===== src/rtl/map_ss_seq_if.sv =====
// rtl/map_ss_seq_if.sv - control, save-state bus and byte streams of the mapper save/load sequencer
interface map_ss_seq_if;
  logic       start;
  logic       mode;
  logic       abort;
  logic       busy;
  logic       done;
  logic       err;
  logic       ss_act;
  logic       ss_we;
  logic [7:0] ss_addr;
  logic [7:0] ss_wdat;
  logic [7:0] ss_rdat;
  logic [7:0] out_dat;
  logic       out_vld;
  logic       out_rdy;
  logic [7:0] in_dat;
  logic       in_vld;
  logic       in_rdy;

  modport master (
    input  start, mode, abort, ss_rdat, out_rdy, in_dat, in_vld,
    output busy, done, err, ss_act, ss_we, ss_addr, ss_wdat, out_dat, out_vld, in_rdy
  );

  modport slave (
    output start, mode, abort, ss_rdat, out_rdy, in_dat, in_vld,
    input  busy, done, err, ss_act, ss_we, ss_addr, ss_wdat, out_dat, out_vld, in_rdy
  );
endinterface


===== src/rtl/map_ss_seq.sv =====
// rtl/map_ss_seq.sv - mapper save-state sequencer: streams index byte plus register bytes out, or verifies and writes them back
module map_ss_seq #(
  parameter int REG_CNT  = 5,
  parameter int IDX_ADDR = 127,
  parameter int SETTLE   = 2
) (
  input logic          clk,
  input logic          rst,
  map_ss_seq_if.master bus
);

  typedef enum logic [2:0] {IDLE, ARM, RD, PUSH, POP, WR, FIN} state_t;

  localparam logic [7:0] LAST  = 8'(REG_CNT);
  localparam logic [7:0] IDX_A = 8'(IDX_ADDR);

  state_t     state;
  logic [3:0] settle;
  logic [7:0] idx;
  logic       mode_r;
  logic       busy_r, done_r, err_r, act_r, we_r, vld_r, rdy_r;
  logic [7:0] addr_r, wdat_r, odat_r;

  assign bus.busy    = busy_r;
  assign bus.done    = done_r;
  assign bus.err     = err_r;
  assign bus.ss_act  = act_r;
  assign bus.ss_we   = we_r;
  assign bus.ss_addr = addr_r;
  assign bus.ss_wdat = wdat_r;
  assign bus.out_dat = odat_r;
  assign bus.out_vld = vld_r;
  assign bus.in_rdy  = rdy_r;

  always_ff @(posedge clk) begin
    if (rst) begin
      state  <= IDLE;
      settle <= 4'd0;
      idx    <= 8'd0;
      mode_r <= 1'b0;
      busy_r <= 1'b0;
      done_r <= 1'b0;
      err_r  <= 1'b0;
      act_r  <= 1'b0;
      we_r   <= 1'b0;
      vld_r  <= 1'b0;
      rdy_r  <= 1'b0;
      addr_r <= 8'd0;
      wdat_r <= 8'd0;
      odat_r <= 8'd0;
    end else begin
      done_r <= 1'b0;
      // abort beats any handshake in the same cycle: the byte is treated as not transferred
      if (state != IDLE && bus.abort) begin
        state  <= IDLE;
        err_r  <= 1'b1;
        busy_r <= 1'b0;
        act_r  <= 1'b0;
        we_r   <= 1'b0;
        vld_r  <= 1'b0;
        rdy_r  <= 1'b0;
      end else begin
        case (state)
          IDLE: if (bus.start) begin
            err_r  <= 1'b0;
            busy_r <= 1'b1;
            act_r  <= 1'b1;
            mode_r <= bus.mode;
            settle <= 4'(SETTLE);
            state  <= ARM;
          end
          ARM: if (settle == 4'd1) begin
            idx    <= 8'd0;
            addr_r <= IDX_A;
            if (mode_r) begin
              rdy_r <= 1'b1;
              state <= POP;
            end else begin
              state <= RD;
            end
          end else begin
            settle <= settle - 4'd1;
          end
          RD: begin
            odat_r <= bus.ss_rdat;
            vld_r  <= 1'b1;
            state  <= PUSH;
          end
          PUSH: if (bus.out_rdy) begin
            vld_r <= 1'b0;
            if (idx == LAST) begin
              done_r <= 1'b1;
              state  <= FIN;
            end else begin
              addr_r <= idx;
              idx    <= idx + 8'd1;
              state  <= RD;
            end
          end
          POP: if (!rdy_r) begin
            rdy_r <= 1'b1;
          end else if (bus.in_vld) begin
            rdy_r <= 1'b0;
            if (idx == 8'd0) begin
              // the index byte must match the live mapper before anything is written
              if (bus.in_dat != bus.ss_rdat) begin
                err_r  <= 1'b1;
                busy_r <= 1'b0;
                act_r  <= 1'b0;
                state  <= IDLE;
              end else begin
                idx <= 8'd1;
              end
            end else begin
              addr_r <= idx - 8'd1;
              wdat_r <= bus.in_dat;
              we_r   <= 1'b1;
              state  <= WR;
            end
          end
          WR: begin
            we_r <= 1'b0;
            if (idx == LAST) begin
              done_r <= 1'b1;
              state  <= FIN;
            end else begin
              idx   <= idx + 8'd1;
              rdy_r <= 1'b1;
              state <= POP;
            end
          end
          FIN: begin
            busy_r <= 1'b0;
            act_r  <= 1'b0;
            state  <= IDLE;
          end
          default: state <= IDLE;
        endcase
      end
    end
  end

endmodule

===== src/flat_wrapper.sv =====
// flat-port wrapper written by rule: the top's interface ports become plain ports
module map_ss_seq_flat 
#(
  parameter int REG_CNT  = 5,
  parameter int IDX_ADDR = 127,
  parameter int SETTLE   = 2
)
  (clk, rst, bus_start, bus_mode, bus_abort, bus_ss_rdat, bus_out_rdy, bus_in_dat, bus_in_vld, bus_busy, bus_done, bus_err, bus_ss_act, bus_ss_we, bus_ss_addr, bus_ss_wdat, bus_out_dat, bus_out_vld, bus_in_rdy);
  map_ss_seq_if bus_i ();
  input logic clk;
  input logic rst;
  input wire logic [$bits(bus_i.start)-1:0] bus_start;
  input wire logic [$bits(bus_i.mode)-1:0] bus_mode;
  input wire logic [$bits(bus_i.abort)-1:0] bus_abort;
  input wire logic [$bits(bus_i.ss_rdat)-1:0] bus_ss_rdat;
  input wire logic [$bits(bus_i.out_rdy)-1:0] bus_out_rdy;
  input wire logic [$bits(bus_i.in_dat)-1:0] bus_in_dat;
  input wire logic [$bits(bus_i.in_vld)-1:0] bus_in_vld;
  output wire logic [$bits(bus_i.busy)-1:0] bus_busy;
  output wire logic [$bits(bus_i.done)-1:0] bus_done;
  output wire logic [$bits(bus_i.err)-1:0] bus_err;
  output wire logic [$bits(bus_i.ss_act)-1:0] bus_ss_act;
  output wire logic [$bits(bus_i.ss_we)-1:0] bus_ss_we;
  output wire logic [$bits(bus_i.ss_addr)-1:0] bus_ss_addr;
  output wire logic [$bits(bus_i.ss_wdat)-1:0] bus_ss_wdat;
  output wire logic [$bits(bus_i.out_dat)-1:0] bus_out_dat;
  output wire logic [$bits(bus_i.out_vld)-1:0] bus_out_vld;
  output wire logic [$bits(bus_i.in_rdy)-1:0] bus_in_rdy;
  assign bus_i.start = bus_start;
  assign bus_i.mode = bus_mode;
  assign bus_i.abort = bus_abort;
  assign bus_i.ss_rdat = bus_ss_rdat;
  assign bus_i.out_rdy = bus_out_rdy;
  assign bus_i.in_dat = bus_in_dat;
  assign bus_i.in_vld = bus_in_vld;
  assign bus_busy = bus_i.busy;
  assign bus_done = bus_i.done;
  assign bus_err = bus_i.err;
  assign bus_ss_act = bus_i.ss_act;
  assign bus_ss_we = bus_i.ss_we;
  assign bus_ss_addr = bus_i.ss_addr;
  assign bus_ss_wdat = bus_i.ss_wdat;
  assign bus_out_dat = bus_i.out_dat;
  assign bus_out_vld = bus_i.out_vld;
  assign bus_in_rdy = bus_i.in_rdy;
  map_ss_seq #(.REG_CNT(REG_CNT), .IDX_ADDR(IDX_ADDR), .SETTLE(SETTLE)) u_core (.clk(clk), .rst(rst), .bus(bus_i));
endmodule

===== config.mk =====
export PLATFORM = sky130hd
export DESIGN_NAME = map_ss_seq_flat
export DESIGN_NICKNAME = d
export VERILOG_FILES = /design/src/rtl/map_ss_seq_if.sv /design/src/rtl/map_ss_seq.sv /design/src/flat_wrapper.sv
export SDC_FILE = /design/constraint.sdc
export NUM_CORES = 1
export LEC_CHECK = 0
export ABC_AREA = 1
export BUFFER_PORTS_ARGS = -buffer_cell sky130_fd_sc_hd__clkbuf_2
export CAP_MARGIN = 5
export CORE_UTILIZATION = 55
export DETAILED_ROUTE_END_ITERATION = 10
export GPL_TIMING_DRIVEN = 0
export PLACE_DENSITY = 0.85
export SETUP_SLACK_MARGIN = 0.2
export SYNTH_ARGS = -nofsm -noshare
export SYNTH_HDL_FRONTEND = slang
export SYNTH_SLANG_ARGS = --single-unit

===== constraint.sdc =====
create_clock -name clk -period 2.2 [get_ports clk]
set_clock_uncertainty 0.2 [all_clocks]
set_input_delay 0 -clock clk [delete_from_list [all_inputs] [get_ports clk]]
set_output_delay 0 -clock clk [all_outputs]
set_load 0.005 [all_outputs]

==> impl_metrics.prom, run 1 <==
# TYPE chip_impl_metric gauge
chip_impl_metric{name="die_y_extent",unit="microns"} 72.49
chip_impl_info{name="synth_top_cell_by_area",value="sky130_fd_sc_hd__dfxtp_1"} 1
chip_impl_metric{name="drt_pre_antenna_iters",unit=""} 5
chip_impl_metric{name="port-buffer-count",unit=""} 53
chip_impl_metric{name="fmax",unit="GHz"} 0.5036
chip_impl_metric{name="cts.path.max_buffers",unit=""} 2
chip_impl_metric{name="worst_path_largest_cell_delay",unit="ns"} 0.35
chip_impl_info{name="worst_path_max_delay_cell",value="sky130_fd_sc_hd__nor3_4"} 1
chip_impl_metric{name="mappedNetlistNets",unit=""} 423
chip_impl_metric{name="grt_start_max_net_pins",unit=""} 15
chip_impl_metric{name="tightest_slew",unit="ns"} 0.6067
chip_impl_info{name="worst_path_cell_trace",value="buf_4 > inv_2 > nand2_2 > nor2_4 > nor2_4 > nor3_4 > buf_4 > nand3_1 > a21oi_1"} 1
chip_impl_metric{name="max_cap_violations",unit=""} 0
chip_impl_metric{name="initialDrtViolationCount",unit=""} 273
chip_impl_metric{name="setup_tns",unit="ns"} 0
chip_impl_metric{name="detailed_place_hpwl",unit="microns"} 4890
chip_impl_metric{name="timing.final.crit_share",unit="%"} 90.26
chip_impl_metric{name="vdd.ir_drop.worst",unit="V"} 0.0005569
chip_impl_info{name="synthTopCellsByCount",value="sky130_fd_sc_hd__nand2_1 (84), sky130_fd_sc_hd__dfxtp_1 (46), sky130_fd_sc_hd__inv_1 (46)"} 1
chip_impl_metric{name="cts_sinks",unit=""} 46
chip_impl_metric{name="final_max_slew_viol_count",unit=""} 0
chip_impl_metric{name="drtAntennaViolNets",unit=""} 0
chip_impl_metric{name="first_pass_grt_wire_length",unit="microns"} 11480
chip_impl_info{name="synth_area_leaders",value="sky130_fd_sc_hd__dfxtp_1 (34%), sky130_fd_sc_hd__nand2_1 (12%), sky130_fd_sc_hd__a21oi_1 (6.4%), sky130_fd_sc_hd__inv_1 (6.3%), sky130_fd_sc_hd__nor2_1 (6.2%)"} 1
chip_impl_metric{name="floorplan.core_area",unit="sq um"} 4755
chip_impl_metric{name="slew_headroom",unit="%"} 59.56
chip_impl_metric{name="synthToLayoutAreaGrowth",unit="%"} 28.02
chip_impl_metric{name="yosysTopAreaCellShare",unit="%"} 33.70
chip_impl_metric{name="initial_core_util",unit="%"} 57.47
chip_impl_metric{name="worstPathRequired",unit="ns"} 2.23
chip_impl_info{name="cts_tree",value="done"} 1
chip_impl_metric{name="via_count_of_the_first_global_routing_pass",unit=""} 2553
chip_impl_info{name="timing.hold.worst.class",value="reg2reg"} 1
chip_impl_metric{name="power.density",unit="nW/um^2"} 1142
chip_impl_metric{name="wl_per_cell",unit="microns"} 13.91
chip_impl_metric{name="pin_count",unit=""} 54
chip_impl_metric{name="netlist_area",unit="sq um"} 2733
chip_impl_info{name="most_frequent_cell_after_synthesis",value="sky130_fd_sc_hd__nand2_1"} 1
chip_impl_metric{name="dp_cells",unit=""} 514
chip_impl_metric{name="global_route.usage.total",unit="%"} 28.11
chip_impl_info{name="grt_setup_unrepaired",value="no"} 1
chip_impl_metric{name="cellLeakagePower",unit="nW"} 1.611
chip_impl_metric{name="setup_viol",unit=""} 0
chip_impl_metric{name="critical_path_peak_fanout",unit=""} 7
chip_impl_metric{name="h-tree-depth",unit=""} 2
chip_impl_metric{name="syn_avg_cell_area",unit="sq um"} 6.936
chip_impl_info{name="launching_element_type_of_the_critical_path",value="register"} 1
chip_impl_info{name="critPathKind",value="reg2reg"} 1
chip_impl_metric{name="synth-seq-area-share",unit="%"} 33.70
chip_impl_info{name="postSynth.topFlopCell",value="sky130_fd_sc_hd__dfxtp_1"} 1
chip_impl_metric{name="synth_seq_cells",unit=""} 46
chip_impl_metric{name="layout.cell_area.non_filler",unit="sq um"} 3498
chip_impl_metric{name="detail_route.vias_per_cell",unit=""} 5.540
chip_impl_metric{name="detail_route.wirelength",unit="microns"} 7708
chip_impl_metric{name="finish.net_count",unit=""} 514
chip_impl_metric{name="final_hold_viol_count",unit=""} 0
chip_impl_metric{name="grt_antenna_before_repair",unit=""} 1
chip_impl_metric{name="place_area",unit="sq um"} 3082
chip_impl_info{name="cts-root-buf",value="sky130_fd_sc_hd__clkbuf_8"} 1
chip_impl_metric{name="die_area",unit="sq um"} 5254
chip_impl_metric{name="worst_setup_hold_path_clk_slew",unit="ns"} 0.09
chip_impl_metric{name="synthDistinctLibCells",unit=""} 35
chip_impl_metric{name="drive_above_1_share",unit="%"} 24.28
chip_impl_metric{name="asyncSetResetFlopFracSynth",unit="%"} 0
chip_impl_metric{name="cts_made_buffers",unit=""} 5
chip_impl_metric{name="synthesis.instances",unit=""} 394
chip_impl_metric{name="chipWidth",unit="microns"} 72.49
chip_impl_metric{name="cp_num_buf_inv",unit=""} 3
chip_impl_info{name="status",value="finished clean"} 1
chip_impl_metric{name="clkLatencyLatePin",unit="ns"} 0.31
chip_impl_metric{name="layout_min_cycle_time",unit="ns"} 1.986
chip_impl_metric{name="vias",unit=""} 3069
chip_impl_metric{name="gp_congestion",unit=""} 0.9355
chip_impl_metric{name="synth_enable_flop_cells",unit=""} 0
chip_impl_metric{name="fp-row-count",unit=""} 25
chip_impl_metric{name="critPathArrivalTime",unit="ns"} 2.02
chip_impl_metric{name="final_global_route_overflow_total",unit=""} 0
chip_impl_info{name="critical_path.top_delay_family",value="simple AND/OR/NAND/NOR gates"} 1
chip_impl_metric{name="detail_route.drc_violations",unit=""} 0
chip_impl_metric{name="yosys_warnings",unit=""} 0
chip_impl_metric{name="fin_cells",unit=""} 554
chip_impl_metric{name="utilization",unit="%"} 73.58
chip_impl_info{name="critPathCaptureType",value="register"} 1
==> path summary, 6_finish.rpt <==
path                                             from  depth (start not counted)  slack [ns]               endpoint
worst max-delay path                  u_core.state[1]                          9        0.21  u_core.bus.ss_wdat[4]
worst min-delay path            u_core.bus.out_dat[1]                          2        0.25  u_core.bus.out_dat[1]
worst max register to register        u_core.state[1]                          9        0.21  u_core.bus.ss_wdat[4]
worst min register to register  u_core.bus.out_dat[1]                          2        0.25  u_core.bus.out_dat[1]
==> layout make-up <==
class | count | area, sq um
diodes | 1 | 2.502
plain buffers | 9 | 73.82
clock buffers | 6 | 82.58
clock inverters | 2 | 12.51
fillers | 369 | 1256
inverters | 53 | 203.9
multi-input cells | 286 | 1562
flip-flops and latches | 46 | 924.6
well taps | 67 | 83.83
repair buffers | 84 | 553.0
==> worst reg2reg max path, cell delays in order (launching register included) <==
cell and delay [ns]:
sky130_fd_sc_hd__dfxtp_1 0.31, sky130_fd_sc_hd__buf_4 0.16, sky130_fd_sc_hd__inv_2 0.08, sky130_fd_sc_hd__nand2_2 0.10, sky130_fd_sc_hd__nor2_4 0.13, sky130_fd_sc_hd__nor2_4 0.08, sky130_fd_sc_hd__nor3_4 0.35, sky130_fd_sc_hd__buf_4 0.19
sky130_fd_sc_hd__nand3_1 0.09, sky130_fd_sc_hd__a21oi_1 0.21
==> through the flow <==
step           hold WS, ns  worst slack, ns  power [W]
2_1_floorplan     -0.03601           0.4304   0.002759
3_3_place_gp       0.08692           0.2056   0.003180
3_5_place_dp       0.08748           0.1825   0.003231
4_1_cts             0.2510           0.2247   0.003817
5_1_grt             0.2754           0.1827   0.004285
6_report            0.2484           0.2144   0.003994
==> flip-flops by register name, summed over array words and instances, names as in the netlist, 3 cells and up <==
register / cells
u_core.settle: 4
u_core.bus.ss_addr: 8
u_core.state: 3
u_core.idx: 8
u_core.bus.ss_wdat: 8
u_core.bus.out_dat: 8
==> layout by cell type, fill, tap and decap left out, types with 10 or more instances in the layout <==
| master | Yosys | final |
|---|---|---|
| sky130_fd_sc_hd__o21ai_0 | 22 | 21 |
| sky130_fd_sc_hd__dlygate4sd3_1 | 0 | 22 |
| sky130_fd_sc_hd__dfxtp_1 | 46 | 43 |
| sky130_fd_sc_hd__buf_4 | 2 | 11 |
| sky130_fd_sc_hd__nand2_2 | 9 | 10 |
| sky130_fd_sc_hd__nor2_1 | 45 | 45 |
| sky130_fd_sc_hd__inv_1 | 46 | 45 |
| sky130_fd_sc_hd__clkbuf_2 | 0 | 53 |
| sky130_fd_sc_hd__a21oi_1 | 35 | 35 |
| sky130_fd_sc_hd__nand4_1 | 11 | 11 |
| sky130_fd_sc_hd__nand3_1 | 30 | 30 |
| sky130_fd_sc_hd__nand2_1 | 84 | 81 |
==> cells by family (layout without fill, tap and decap cells) <==
family | count (synthesis) | after routing | synth area share [%]
buf+inv | 62 | 154 | 10.16
fa+ha+maj | 6 | 6 | 2.747
simple gates | 205 | 205 | 37.36
other cells | 0 | 1 | 0
xor+xnor | 9 | 9 | 2.885
flops | 46 | 46 | 33.70
compound gates | 66 | 66 | 13.14
==> per-layer routing <==
layer / part of all wire (%) / wire [microns] / GRT usage (%)
met5: 0 / 0 / 0
met4: 3.4 / 265 / 13.94
met3: 7.1 / 549 / 5.000
met2: 47 / 3651 / 45.69
met1: 42 / 3241 / 35.86
==> power by group <==
group          leakage (nW)  switching, W  total (W)  internal (W)
Sequential            0.376      0.000196    0.00126       0.00106
Clock                0.0472      0.000310   0.000563      0.000253
Combinational          1.19       0.00134    0.00217      0.000828
Total                  1.61       0.00185    0.00399       0.00215
==> timing repair <==
item                                    CTS  global route
gates resized for setup                   1            11
endpoints found under the setup margin    8            24
pin swaps                                 1             4
endpoints found under the hold margin    27             0
hold buffers                             22             0
setup buffers                             0             9
Note: power is estimated with default switching activity, not from simulation.
==> inputs of run 2 (changes only) <==
--- a/config.mk
+++ b/config.mk
@@ -8,6 +8,7 @@
 export ABC_AREA = 1
 export BUFFER_PORTS_ARGS = -buffer_cell sky130_fd_sc_hd__clkbuf_2
 export CAP_MARGIN = 5
+export CORE_ASPECT_RATIO = 0.8
 export CORE_UTILIZATION = 55
 export DETAILED_ROUTE_END_ITERATION = 10
 export GPL_TIMING_DRIVEN = 0
==> run 2 against run 1 <==
Combinational power is 3% lower; sequential power barely moved; sequential share of layout area up 0.59 points; core utilization down 0.45 points; flip-flop and latch count unchanged; setup slack better by 0.077 ns; design area is 2.2% lower; clock-buffer cell count did not move; global-route usage increased by 0.23 points; maximum frequency rose by 4.0%; first-iteration DRC count rose by 17%.
==> impl_metrics.prom, run 2 (synthesis results as in run 1) <==
# TYPE chip_impl_metric gauge
chip_impl_info{name="critical_path.top_delay_family",value="simple AND/OR/NAND/NOR gates"} 1
chip_impl_metric{name="power.density",unit="nW/um^2"} 1132
chip_impl_info{name="grt_setup_unrepaired",value="yes"} 1
chip_impl_metric{name="pin_count",unit=""} 54
chip_impl_metric{name="grt_antenna_before_repair",unit=""} 0
chip_impl_metric{name="grt_start_max_net_pins",unit=""} 13
chip_impl_metric{name="fp-row-count",unit=""} 22
chip_impl_metric{name="cts.path.max_buffers",unit=""} 2
chip_impl_metric{name="cellLeakagePower",unit="nW"} 1.566
chip_impl_metric{name="initial_core_util",unit="%"} 58.40
chip_impl_metric{name="detail_route.vias_per_cell",unit=""} 5.397
chip_impl_metric{name="critical_path_peak_fanout",unit=""} 10
chip_impl_metric{name="floorplan.core_area",unit="sq um"} 4679
chip_impl_info{name="cts-root-buf",value="sky130_fd_sc_hd__clkbuf_8"} 1
chip_impl_metric{name="utilization",unit="%"} 73.13
chip_impl_metric{name="worstPathRequired",unit="ns"} 2.19
chip_impl_info{name="worst_path_max_delay_cell",value="sky130_fd_sc_hd__dfxtp_1"} 1
chip_impl_metric{name="nFillCells",unit=""} 377
chip_impl_info{name="launching_element_type_of_the_critical_path",value="register"} 1
chip_impl_metric{name="gp_congestion",unit=""} 0.9426
chip_impl_metric{name="cts_sinks",unit=""} 46
chip_impl_metric{name="layout_min_cycle_time",unit="ns"} 1.909
chip_impl_metric{name="synthToLayoutAreaGrowth",unit="%"} 25.23
chip_impl_metric{name="cts_made_buffers",unit=""} 5
chip_impl_metric{name="whs",unit="ns"} 0.009511
chip_impl_metric{name="place_area",unit="sq um"} 3073
chip_impl_info{name="topRoutingLayerUsed",value="met4"} 1
chip_impl_info{name="critPathKind",value="reg2reg"} 1
chip_impl_metric{name="timing.final.crit_share",unit="%"} 86.77
chip_impl_metric{name="wl_met1",unit="microns"} 3248
chip_impl_metric{name="drtAntennaViolNets",unit=""} 0
chip_impl_metric{name="tightest_slew",unit="ns"} 0.5555
chip_impl_metric{name="detail_route.drc_violations",unit=""} 0
chip_impl_metric{name="worst_path_largest_cell_delay",unit="ns"} 0.49
chip_impl_metric{name="setup_tns",unit="ns"} 0
chip_impl_metric{name="final_hold_viol_count",unit=""} 0
chip_impl_metric{name="detailroute.wirelength.met3",unit="microns"} 522
chip_impl_metric{name="layout.cell_area.non_filler",unit="sq um"} 3422
chip_impl_info{name="final_common_cell",value="sky130_fd_sc_hd__nand2_1"} 1
chip_impl_metric{name="drive_above_1_share",unit="%"} 23.17
chip_impl_metric{name="critPathArrivalTime",unit="ns"} 1.90
chip_impl_metric{name="port-buffer-count",unit=""} 53
chip_impl_metric{name="post_route_total_power",unit="W"} 0.003873
chip_impl_metric{name="h-tree-depth",unit=""} 2
chip_impl_metric{name="setup_viol",unit=""} 0
chip_impl_info{name="status",value="finished clean"} 1
chip_impl_metric{name="detailed_place_hpwl",unit="microns"} 5006
chip_impl_metric{name="n_antenna_cell",unit=""} 0
chip_impl_metric{name="die_y_extent",unit="microns"} 65.05
chip_impl_metric{name="chipWidth",unit="microns"} 80.81
chip_impl_metric{name="final_global_route_overflow_total",unit=""} 0
chip_impl_metric{name="vdd.ir_drop.worst",unit="V"} 0.0006594
chip_impl_info{name="cts_tree",value="done"} 1
chip_impl_metric{name="fmax",unit="GHz"} 0.5238
chip_impl_info{name="mostFrequentLayoutCells",value="sky130_fd_sc_hd__nand2_1 (82), sky130_fd_sc_hd__clkbuf_2 (53), sky130_fd_sc_hd__inv_1 (45), sky130_fd_sc_hd__nor2_1 (45), sky130_fd_sc_hd__dfxtp_1 (43)"} 1
chip_impl_metric{name="vias",unit=""} 2909
chip_impl_metric{name="worst_setup_hold_path_clk_slew",unit="ns"} 0.08
chip_impl_metric{name="detail_route.wirelength",unit="microns"} 7231
chip_impl_metric{name="finish.net_count",unit=""} 509
chip_impl_metric{name="max_cap_violations",unit=""} 0
chip_impl_metric{name="wl_per_cell",unit="microns"} 13.42
chip_impl_metric{name="drt_pre_antenna_iters",unit=""} 5
chip_impl_metric{name="clkLatencyLatePin",unit="ns"} 0.30
chip_impl_metric{name="slew_headroom",unit="%"} 62.96
chip_impl_metric{name="cp_num_buf_inv",unit=""} 2
chip_impl_metric{name="via_count_of_the_first_global_routing_pass",unit=""} 2609
chip_impl_info{name="worst_path_cell_trace",value="nand3_4 > inv_2 > nand2_4 > nand3_4 > nor2_8 > nand2_4 > clkinv_4 > o21ai_1 > nor2_1"} 1
chip_impl_metric{name="first_pass_grt_wire_length",unit="microns"} 11430
chip_impl_info{name="critPathCaptureType",value="register"} 1
chip_impl_metric{name="initialDrtViolationCount",unit=""} 320
chip_impl_metric{name="final_max_slew_viol_count",unit=""} 0
chip_impl_metric{name="wl_met2",unit="microns"} 3338
chip_impl_metric{name="global_route.usage.total",unit="%"} 28.34
chip_impl_metric{name="die_area",unit="sq um"} 5256
chip_impl_info{name="timing.hold.worst.class",value="in2reg"} 1
-- run 2: per-layer routing --
metal  global-route usage (%)  vias up
met5                        0        -
met4                    8.705        0
met3                    5.352       12
met2                    46.32      127
met1                    37.45     1315
li1                         -     1455
-- run 2: power breakdown --
| part | total (W) | internal [W] | switching [W] | leakage [nW] |
|---|---|---|---|---|
| Combinational | 0.00210 | 0.000785 | 0.00132 | 1.15 |
| Clock | 0.000512 | 0.000243 | 0.000269 | 0.0431 |
| Sequential | 0.00126 | 0.00106 | 0.000194 | 0.376 |
| Total | 0.00387 | 0.00209 | 0.00178 | 1.57 |
-- run 2: final cells by class --
type | instances | area, sq um | share of cell area, %
Inverter | 53 | 203.9 | 5.960
Buffer | 9 | 73.82 | 2.157
Tap cell | 60 | 75.07 | 2.194
Multi-Input combinational cell | 286 | 1549 | 45.27
Sequential cell | 46 | 924.6 | 27.02
Clock buffer | 6 | 82.58 | 2.413
Timing Repair Buffer | 79 | 513.0 | 14.99
-- run 2: repair_timing --
action | CTS | global route
pin swaps | 0 | 3
setup endpoints to repair | 7 | 25
hold buffers | 21 | 0
buffers inserted | 0 | 5
endpoints found under the hold margin | 26 | 0
gates resized for setup | 1 | 9
-- run 2: worst reg2reg max path: cells and delay by family (launching register included) --
| family | cells | cell delay (ns) |
|---|---|---|
| AO/OA/AOI/OAI | 1 | 0.12 |
| AND/OR/NAND/NOR | 6 | 0.68 |
| flip-flops | 1 | 0.49 |
| buffers and inverters | 2 | 0.31 |
-- run 2: path summary, 6_finish.rpt --
kind,slack (ns),cells after the start,from,to
worst max-delay path,0.29,9,u_core.state[0],u_core.bus.ss_addr[6]
worst min register to register,0.26,2,u_core.bus.out_dat[5],u_core.bus.out_dat[5]
worst max register to register,0.29,9,u_core.state[0],u_core.bus.ss_addr[6]
worst min-delay path,0.01,5,bus_in_vld,u_core.bus.ss_wdat[7]
-- run 2: metrics by stage --
step / std cells / setup slack [ns]
2_1_floorplan: 394 / 0.4304
3_3_place_gp: 507 / 0.2093
3_5_place_dp: 507 / 0.1969
4_1_cts: 534 / 0.2342
5_1_grt: 539 / 0.1713
6_report: 539 / 0.2910
==> inputs of run 3 (changes only) <==
--- a/config.mk
+++ b/config.mk
@@ -8,8 +8,10 @@
 export ABC_AREA = 1
 export BUFFER_PORTS_ARGS = -buffer_cell sky130_fd_sc_hd__clkbuf_2
 export CAP_MARGIN = 5
+export CELL_PAD_IN_SITES_DETAIL_PLACEMENT = 0
+export CELL_PAD_IN_SITES_GLOBAL_PLACEMENT = 1
 export CORE_ASPECT_RATIO = 0.8
-export CORE_UTILIZATION = 55
+export CORE_UTILIZATION = 39
 export DETAILED_ROUTE_END_ITERATION = 10
 export GPL_TIMING_DRIVEN = 0
 export PLACE_DENSITY = 0.85
==> run 3 against run 2 <==
Setup slack worse by 0.0015 ns; sequential power about the same; worst hold slack gained 0.027 ns; critical path depth stayed put; sequential share of layout area is 0.10 points lower; cell count increased by 4.5%; routed wire length is essentially flat; combinational power down 2%; die area up 40%; non-clock buffer count down 2; largest power group unchanged.
==> impl_metrics.prom, run 3 (synthesis results as in run 1) <==
# TYPE chip_impl_metric gauge
chip_impl_info{name="status",value="finished clean"} 1
chip_impl_metric{name="die_y_extent",unit="microns"} 76.87
chip_impl_metric{name="detail_route.vias_per_cell",unit=""} 4.835
chip_impl_metric{name="fmax",unit="GHz"} 0.5234
chip_impl_metric{name="global_route.usage.total",unit="%"} 20.83
chip_impl_metric{name="worst_setup_hold_path_clk_slew",unit="ns"} 0.09
chip_impl_metric{name="share_of_total_power_in_combinational_logic",unit="%"} 53.5
chip_impl_metric{name="initialDrtViolationCount",unit=""} 97
chip_impl_metric{name="setup_viol",unit=""} 0
chip_impl_metric{name="detailed_place_hpwl",unit="microns"} 5302
chip_impl_metric{name="floorplan.core_area",unit="sq um"} 6571
chip_impl_metric{name="timing.final.crit_share",unit="%"} 86.84
chip_impl_info{name="mostFrequentLayoutCells",value="sky130_fd_sc_hd__nand2_1 (83), sky130_fd_sc_hd__clkbuf_2 (53), sky130_fd_sc_hd__nor2_1 (45), sky130_fd_sc_hd__inv_1 (44), sky130_fd_sc_hd__dfxtp_1 (42)"} 1
chip_impl_metric{name="first_pass_grt_wire_length",unit="microns"} 11920
chip_impl_metric{name="finish.net_count",unit=""} 507
chip_impl_metric{name="power_switching",unit="W"} 0.001790
chip_impl_metric{name="int_pwr",unit="W"} 0.002064
chip_impl_metric{name="setup_tns",unit="ns"} 0
chip_impl_metric{name="via_count_of_the_first_global_routing_pass",unit=""} 2479
chip_impl_info{name="critPathKind",value="reg2reg"} 1
chip_impl_info{name="cts-root-buf",value="sky130_fd_sc_hd__clkbuf_8"} 1
chip_impl_metric{name="die_area",unit="sq um"} 7348
chip_impl_metric{name="final_hold_viol_count",unit=""} 0
chip_impl_metric{name="final_max_slew_viol_count",unit=""} 0
chip_impl_metric{name="fp-row-count",unit=""} 26
chip_impl_metric{name="synthToLayoutAreaGrowth",unit="%"} 25.87
chip_impl_metric{name="pin_count",unit=""} 54
chip_impl_metric{name="power.density",unit="nW/um^2"} 1121
chip_impl_metric{name="multi_input_area",unit="sq um"} 1546
chip_impl_metric{name="clkLatencyLatePin",unit="ns"} 0.31
chip_impl_metric{name="h-tree-depth",unit=""} 2
chip_impl_info{name="worst_path_max_delay_cell",value="sky130_fd_sc_hd__dfxtp_1"} 1
chip_impl_metric{name="slew_headroom",unit="%"} 66.03
chip_impl_info{name="final_common_cell",value="sky130_fd_sc_hd__nand2_1"} 1
chip_impl_metric{name="detail_route.drc_violations",unit=""} 0
chip_impl_metric{name="tightest_slew",unit="ns"} 0.5095
chip_impl_metric{name="final_global_route_overflow_total",unit=""} 0
chip_impl_info{name="critical-path-top-cell-by-count",value="sky130_fd_sc_hd__nand2_2"} 1
chip_impl_metric{name="utilization",unit="%"} 52.34
chip_impl_info{name="launching_element_type_of_the_critical_path",value="register"} 1
chip_impl_metric{name="cts_made_buffers",unit=""} 5
chip_impl_metric{name="cts.path.max_buffers",unit=""} 2
chip_impl_metric{name="power.switching_fraction",unit="%"} 46.45
chip_impl_metric{name="n_antenna_cell",unit=""} 0
chip_impl_metric{name="nFillCells",unit=""} 692
chip_impl_metric{name="drtAntennaViolNets",unit=""} 0
chip_impl_metric{name="layout_min_cycle_time",unit="ns"} 1.911
chip_impl_info{name="worst_path_cell_trace",value="buf_6 > nor2_4 > nand2_2 > o21ai_4 > nand2_2 > nor2_8 > nand3_4 > a21oi_1 > nor2_1"} 1
chip_impl_metric{name="vias",unit=""} 2722
chip_impl_metric{name="cts_sinks",unit=""} 46
chip_impl_metric{name="port-buffer-count",unit=""} 53
chip_impl_metric{name="power_frac_seq",unit="%"} 32.8
chip_impl_metric{name="wl_per_cell",unit="microns"} 12.84
chip_impl_metric{name="critical_path_peak_fanout",unit=""} 10
chip_impl_info{name="timing.hold.worst.class",value="in2reg"} 1
chip_impl_metric{name="max_cap_violations",unit=""} 0
chip_impl_metric{name="vdd.ir_drop.worst",unit="V"} 0.0004351
chip_impl_metric{name="layout.cell_area.non_filler",unit="sq um"} 3440
chip_impl_info{name="grt_setup_unrepaired",value="yes"} 1
chip_impl_info{name="cts_tree",value="done"} 1
chip_impl_metric{name="grt_antenna_before_repair",unit=""} 0
chip_impl_metric{name="grt_start_max_net_pins",unit=""} 15
chip_impl_metric{name="place_area",unit="sq um"} 3103
chip_impl_metric{name="drive_above_1_share",unit="%"} 23.38
chip_impl_metric{name="worstPathRequired",unit="ns"} 2.21
chip_impl_info{name="critPathCaptureType",value="register"} 1
chip_impl_metric{name="regArea",unit="sq um"} 925.9
chip_impl_metric{name="detail_route.wirelength",unit="microns"} 7228
chip_impl_metric{name="critPathArrivalTime",unit="ns"} 1.92
chip_impl_metric{name="chipWidth",unit="microns"} 95.59
chip_impl_metric{name="worst_path_largest_cell_delay",unit="ns"} 0.32
chip_impl_metric{name="drt_pre_antenna_iters",unit=""} 5
chip_impl_metric{name="clockPowerShare",unit="%"} 13.7
chip_impl_metric{name="cellLeakagePower",unit="nW"} 1.556
chip_impl_metric{name="gp_congestion",unit=""} 0.9007
chip_impl_metric{name="initial_core_util",unit="%"} 41.58
[run 3: changes by cell type in the layout (fill, tap and decap cells not counted), sizes merged]
cell and delta:
buf -2, clkinv +2
[run 3: power by group through the flow]
| stage | Clock [W] | Combinational [W] | Sequential, W |
|---|---|---|---|
| finish | 0.000528 | 0.00206 | 0.00126 |
| global route | 0.000589 | 0.00233 | 0.00130 |
| CTS | 0.000546 | 0.00202 | 0.00125 |
| detailed placement | 0 | 0.00198 | 0.00127 |
| global placement | 0 | 0.00197 | 0.00126 |
| floorplan | 0 | 0.00151 | 0.00124 |
[run 3: layer usage]
layer,track usage (%),vias up,share of wire [%]
li1,-,1448,-
met3,3.770,11,4.8
met4,5.821,0,1.5
met5,0,-,0
met1,30.25,1191,51
met2,31.14,72,42
[run 3: final timing paths]
check	start	endpoint	slack (ns)	depth (start not counted)
worst max register to register	u_core.idx[5]	u_core.idx[1]	0.29	9
worst min-delay path	bus_in_vld	u_core.bus.in_rdy	0.04	4
worst max-delay path	u_core.idx[5]	u_core.idx[1]	0.29	9
worst min register to register	u_core.bus.out_dat[6]	u_core.bus.out_dat[6]	0.25	2
[run 3: area by class of cell]
type / instances / share of cell area (%)
multi-input cells: 286 / 44.96
well taps: 84 / 3.056
clock inverters: 2 / 0.4001
inverters: 53 / 5.929
clock buffers: 6 / 2.110
plain buffers: 9 / 2.146
flip-flops and latches: 46 / 26.92
repair buffers: 77 / 14.48
[run 3: what timing repair did]
| action | in CTS | in global routing |
|---|---|---|
| hold buffers | 21 | 0 |
| buffers inserted | 0 | 3 |
| gates cloned | 0 | 0 |
| hold endpoints to repair | 27 | 0 |
| resized for setup | 1 | 10 |
| setup endpoints to repair | 10 | 25 |
| pin swaps | 0 | 3 |
[run 3: through the flow]
step / power [W] / hold WS [ns] / std cells / setup WS (ns)
finish: 0.003854 / 0.03608 / 563 / 0.2895
CTS: 0.003822 / 0.01212 / 560 / 0.2106
floorplan: 0.002759 / -0.03601 / 394 / 0.4304
global route: 0.004221 / 0.06498 / 563 / 0.1756
global placement: 0.003237 / 0.08607 / 531 / 0.1490
detailed placement: 0.003254 / 0.08523 / 531 / 0.1649
[run 3: worst max-delay path: cells and delay by family (launching register included)]
family | cells | cell delay (ns)
AO/OA/AOI/OAI | 2 | 0.38
buffers and inverters | 1 | 0.13
flip-flops | 1 | 0.32
AND/OR/NAND/NOR | 6 | 0.77
